$ cat src/rtl/fifo_fwft_reader_pkg.sv
// Shared sizing constants and pointer helper for the FWFT reader and its local store.
package fifo_fwft_reader_pkg;

    localparam int FWFT_DEPTH = 3;
    localparam int FWFT_PTR_W = 2;
    localparam int FWFT_CNT_W = 2;

    localparam logic [FWFT_PTR_W-1:0] FWFT_LAST_PTR = FWFT_PTR_W'(FWFT_DEPTH - 1);
    localparam logic [FWFT_CNT_W-1:0] FWFT_FULL_CNT = FWFT_CNT_W'(FWFT_DEPTH);

    // Circular pointer step; the store has three entries, so 2 wraps back to 0.
    function automatic logic [FWFT_PTR_W-1:0] ptr_next(input logic [FWFT_PTR_W-1:0] ptr);
        return (ptr == FWFT_LAST_PTR) ? '0 : ptr + 1'b1;
    endfunction

endpackage

$ cat src/rtl/fwft_skid_store.sv
// Three-entry circular buffer holding words read from the FIFO until downstream takes them.
module fwft_skid_store
    import fifo_fwft_reader_pkg::*;
#(
    parameter int DATA_WIDTH = 8
) (
    input  logic                  i_clk,
    input  logic                  i_rst,
    input  logic                  i_push,
    input  logic [DATA_WIDTH-1:0] i_push_data,
    input  logic                  i_pop,
    output logic [DATA_WIDTH-1:0] o_head_data
);

    logic [DATA_WIDTH-1:0] store_q [FWFT_DEPTH];
    logic [DATA_WIDTH-1:0] store_d [FWFT_DEPTH];
    logic [FWFT_PTR_W-1:0] head_q;
    logic [FWFT_PTR_W-1:0] head_d;
    logic [FWFT_PTR_W-1:0] tail_q;
    logic [FWFT_PTR_W-1:0] tail_d;

    // Push and pop are independent; the owner guarantees no push into a full store.
    always_comb begin
        store_d = store_q;
        head_d  = head_q;
        tail_d  = tail_q;
        if (i_push) begin
            store_d[tail_q] = i_push_data;
            tail_d          = ptr_next(tail_q);
        end
        if (i_pop) begin
            head_d = ptr_next(head_q);
        end
    end

    always_ff @(posedge i_clk) begin
        if (i_rst) begin
            for (int i = 0; i < FWFT_DEPTH; i++) begin
                store_q[i] <= '0;
            end
            head_q <= '0;
            tail_q <= '0;
        end else begin
            store_q <= store_d;
            head_q  <= head_d;
            tail_q  <= tail_d;
        end
    end

    assign o_head_data = store_q[head_q];

endmodule

$ cat src/rtl/fifo_fwft_reader.sv
// Converts a standard-mode FIFO read port into a first-word-fall-through valid/ready stream.
module fifo_fwft_reader
    import fifo_fwft_reader_pkg::*;
#(
    parameter int DATA_WIDTH = 8
) (
    input  logic                  i_clk,
    input  logic                  i_rst,
    input  logic                  i_empty,
    output logic                  o_rd,
    input  logic [DATA_WIDTH-1:0] i_rdata,
    output logic                  o_valid,
    input  logic                  i_ready,
    output logic [DATA_WIDTH-1:0] o_data,
    output logic [1:0]            o_level
);

    logic [FWFT_CNT_W-1:0] occ_q;
    logic [FWFT_CNT_W-1:0] occ_d;
    logic                  inflight_q;
    logic                  inflight_d;
    logic [FWFT_CNT_W-1:0] credit_used;
    logic                  pop;

    // A read is only issued when a store slot is guaranteed for it, counting the word
    // still in flight, so i_ready never reaches o_rd combinationally.
    always_comb begin
        credit_used = occ_q + {1'b0, inflight_q};
        o_valid     = (occ_q != '0);
        pop         = o_valid && i_ready;
        o_rd        = !i_rst && !i_empty && (credit_used < FWFT_FULL_CNT);
        inflight_d  = o_rd;
        occ_d       = occ_q + {1'b0, inflight_q} - {1'b0, pop};
    end

    always_ff @(posedge i_clk) begin
        if (i_rst) begin
            occ_q      <= '0;
            inflight_q <= 1'b0;
        end else begin
            occ_q      <= occ_d;
            inflight_q <= inflight_d;
        end
    end

    fwft_skid_store #(
        .DATA_WIDTH(DATA_WIDTH)
    ) u_store (
        .i_clk       (i_clk),
        .i_rst       (i_rst),
        .i_push      (inflight_q),
        .i_push_data (i_rdata),
        .i_pop       (pop),
        .o_head_data (o_data)
    );

    assign o_level = occ_q;

endmodule
$ cat config.mk
export PLATFORM = sky130hd
export DESIGN_NAME = fifo_fwft_reader
export DESIGN_NICKNAME = d
export VERILOG_FILES = /design/src/rtl/fifo_fwft_reader_pkg.sv /design/src/rtl/fwft_skid_store.sv /design/src/rtl/fifo_fwft_reader.sv
export SDC_FILE = /design/constraint.sdc
export NUM_CORES = 1
export LEC_CHECK = 0
export CORE_AREA = 2 2 73 75
export DETAILED_ROUTE_END_ITERATION = 10
export DIE_AREA = 0 0 75 77
export PLACE_DENSITY_LB_ADDON = 0.08
export SETUP_SLACK_MARGIN = 0.5
export SLEW_MARGIN = 25
export SYNTH_ARGS = -nofsm -noshare
export SYNTH_HDL_FRONTEND = slang
export SYNTH_SLANG_ARGS = --single-unit
$ cat constraint.sdc
create_clock -name i_clk -period 2.04 [get_ports i_clk]
set_input_delay 0.306 -clock i_clk [delete_from_list [all_inputs] [get_ports i_clk]]
set_output_delay 0.306 -clock i_clk [all_outputs]
set_load 0.01 [all_outputs]
==> metrics.csv <==
metric,value,unit
Die X,75,um
detailed placement HPWL,2270,um
"Avg Cell Area, Syn",10.3,um2
final hold violations,0,
antenna violations before repair,0,
share of post-route cells with drive strength above 1,0.263,
RSZ-0062 raised after global routing,yes,
max-capacitance violation count,0,
Cell Rows,26,
drt pass-1 iters,4,
fin worst setup slack,0.445,ns
pin count of the biggest net entering global routing,43,
CP endpoint kind,output pin,
fin nets,188,
register bit total from synthesis,31,
# fillers,491,
"worst slack, placed",0.206,ns
final wirelength,3340,um
"Seq/Total Area, Yosys",0.423,
Worst-Margin Slew,0.565,ns
Starting DRT DRC Count,32,
Vias/cell,4.47,
pwr/cell area,900,nW/um2
fin crit share,0.782,
first-pass GRT wire length,5670,um
Port Buf Inserts,23,
Post-Synthesis Cells,142,
Synth top area share,0.423,
CTS root buf,clkbuf_8,
DRC errors left,0,
"antenna viol nets, final",0,
crit path kind,reg -> out,
die area,5780,um2
Cell variety after synth,24,
max-slew violations,0,
All-Layer GR Usage,0.132,
Hold Crit Class,reg -> reg,
Routability Congestion,0.720,
Vias,1096,
post-synth top area cell,dfxtp_1,
status,"complete, no violations",
"Warnings, synthesis",0,
number of synthesized flops with an enable pin,0,
Post-synth top cells,"nand2b_1, mux2i_1, dfxtp_1",
"Arr. time, crit path",1.29,ns
vias in the first global route,1165,
Critical Path RT,1.73,ns
total negative slack,0,ns
die height,77,um
startpoint class of the critical path,flop,
Layout area overhead,36.7,%
syn_nets,156,
Crit Path Max Fanout,4,
Antenna diodes,0,
Static Leak,0.849,nW
CTS tree,built,
clock latency on the worst-skew pair,0.28,ns
Worst Skew,0.00184,ns
GRT overflow,0,
prevailing post-synth register cell,dfxtp_1,
most common cell in the netlist,nand2b_1,
clock tree sinks,31,
Synth area leaders,"dfxtp_1, mux2i_1, nand2b_1",
Initial Util,0.295,
Slew Limit Headroom,0.622,
setup violators final,0,
Clock transition at path regs,0.06,ns
crit path time final,1.59,ns
worst vdd ir,0.504,mV
CORE AREA,4980,um2
H-tree depth,2,
I/O Pins,24,
mapped cell area,1470,um2
TritonCTS buffer count,5,
CTS Buffer Depth,2,
drt wl/cell,13.6,um
FMAX,627,MHz
fraction of registers with async set/reset,0,
[sequential cells by signal (all words and copies together) (netlist names)]
name             cells
u_store.head_q       2
u_store.store_q     24
inflight_q           1
o_level              2
u_store.tail_q       2
[final cells by class]
type	instances	area, um2	area share
well taps	70	87.6	0.0437
clock buffers	8	100	0.0499
inverters	1	3.75	0.00187
flip-flops and latches	31	634	0.316
multi-input cells	101	871	0.434
repair buffers	34	309	0.154
[critical path: stages, from the launching register on]
cell and delay, ns:
dfxtp_2 0.35, ha_4 0.17, xor2_2 0.16, a211oi_2 0.18
buf_2 0.16
[placed cells by master (no fill, tap or decap), types with 3 or more instances in the layout]
cell type / instances
dfxtp_4: 3
buf_2: 9
buf_4: 6
clkdlybuf4s50_1: 11
mux2i_1: 31
clkbuf_8: 7
buf_6: 3
o2bb2ai_2: 5
nor2b_1: 3
dfxtp_1: 26
nand2b_1: 35
[repair_timing]
item                                   CTS  global route
setup endpoints to repair               11            12
hold buffers                             0             0
resized for setup                       49            14
pin swaps                                1             4
endpoints found under the hold margin    0             0
buffers inserted                         5             0
[routing by layer]
metal,track usage,up-vias,share of wire
met5,0,-,0
met4,0.0536,0,0.013
met3,0.0473,5,0.042
met2,0.204,18,0.50
met1,0.165,521,0.45
li1,-,552,-
[cells by family (layout without fill, tap and decap cells)]
logic type	Yosys count	in the layout	share of synthesized area
simple gates	50	50	0.214
mux	35	35	0.240
flops	31	31	0.423
compound gates	13	13	0.0665
buf+inv	10	43	0.0332
fa+ha+maj	2	2	0.0170
xor+xnor	1	1	0.00597
[worst paths after layout]
kind,startpoint,end,slack (ns),cells past startpoint
worst max-delay path,o_level[0]$_SDFF_PP0_,o_rd,0.45,4
worst min-delay path,u_store.store_q[1]$_SDFFE_PP0P_,u_store.store_q[1]$_SDFFE_PP0P_,0.48,2
worst max register to register,inflight_q$_SDFF_PP0_,u_store.store_q[17]$_SDFFE_PP0P_,0.61,3
worst min register to register,u_store.store_q[1]$_SDFFE_PP0P_,u_store.store_q[1]$_SDFFE_PP0P_,0.48,2
[report_power, final]
part	total, W	switching (W)	internal [W]
Clock	0.000531	0.000223	0.000308
Combinational	0.000552	0.000248	0.000304
Sequential	0.000722	0.0000542	0.000668
[metrics by stage]
stage	cell area, um2	hold WS (ns)	util	cells	power (W)
after detailed placement	1790	0.470	0.359	232	0.00121
after global placement	1790	0.459	0.359	232	0.00120
after floorplan	1470	0.384	-	142	0.000980
after CTS	1940	0.481	0.391	245	0.00180
after global routing	2010	0.494	0.403	245	0.00191
final	2010	0.476	0.403	245	0.00180
No activity file was read; power rests on OpenSTA's default activity.
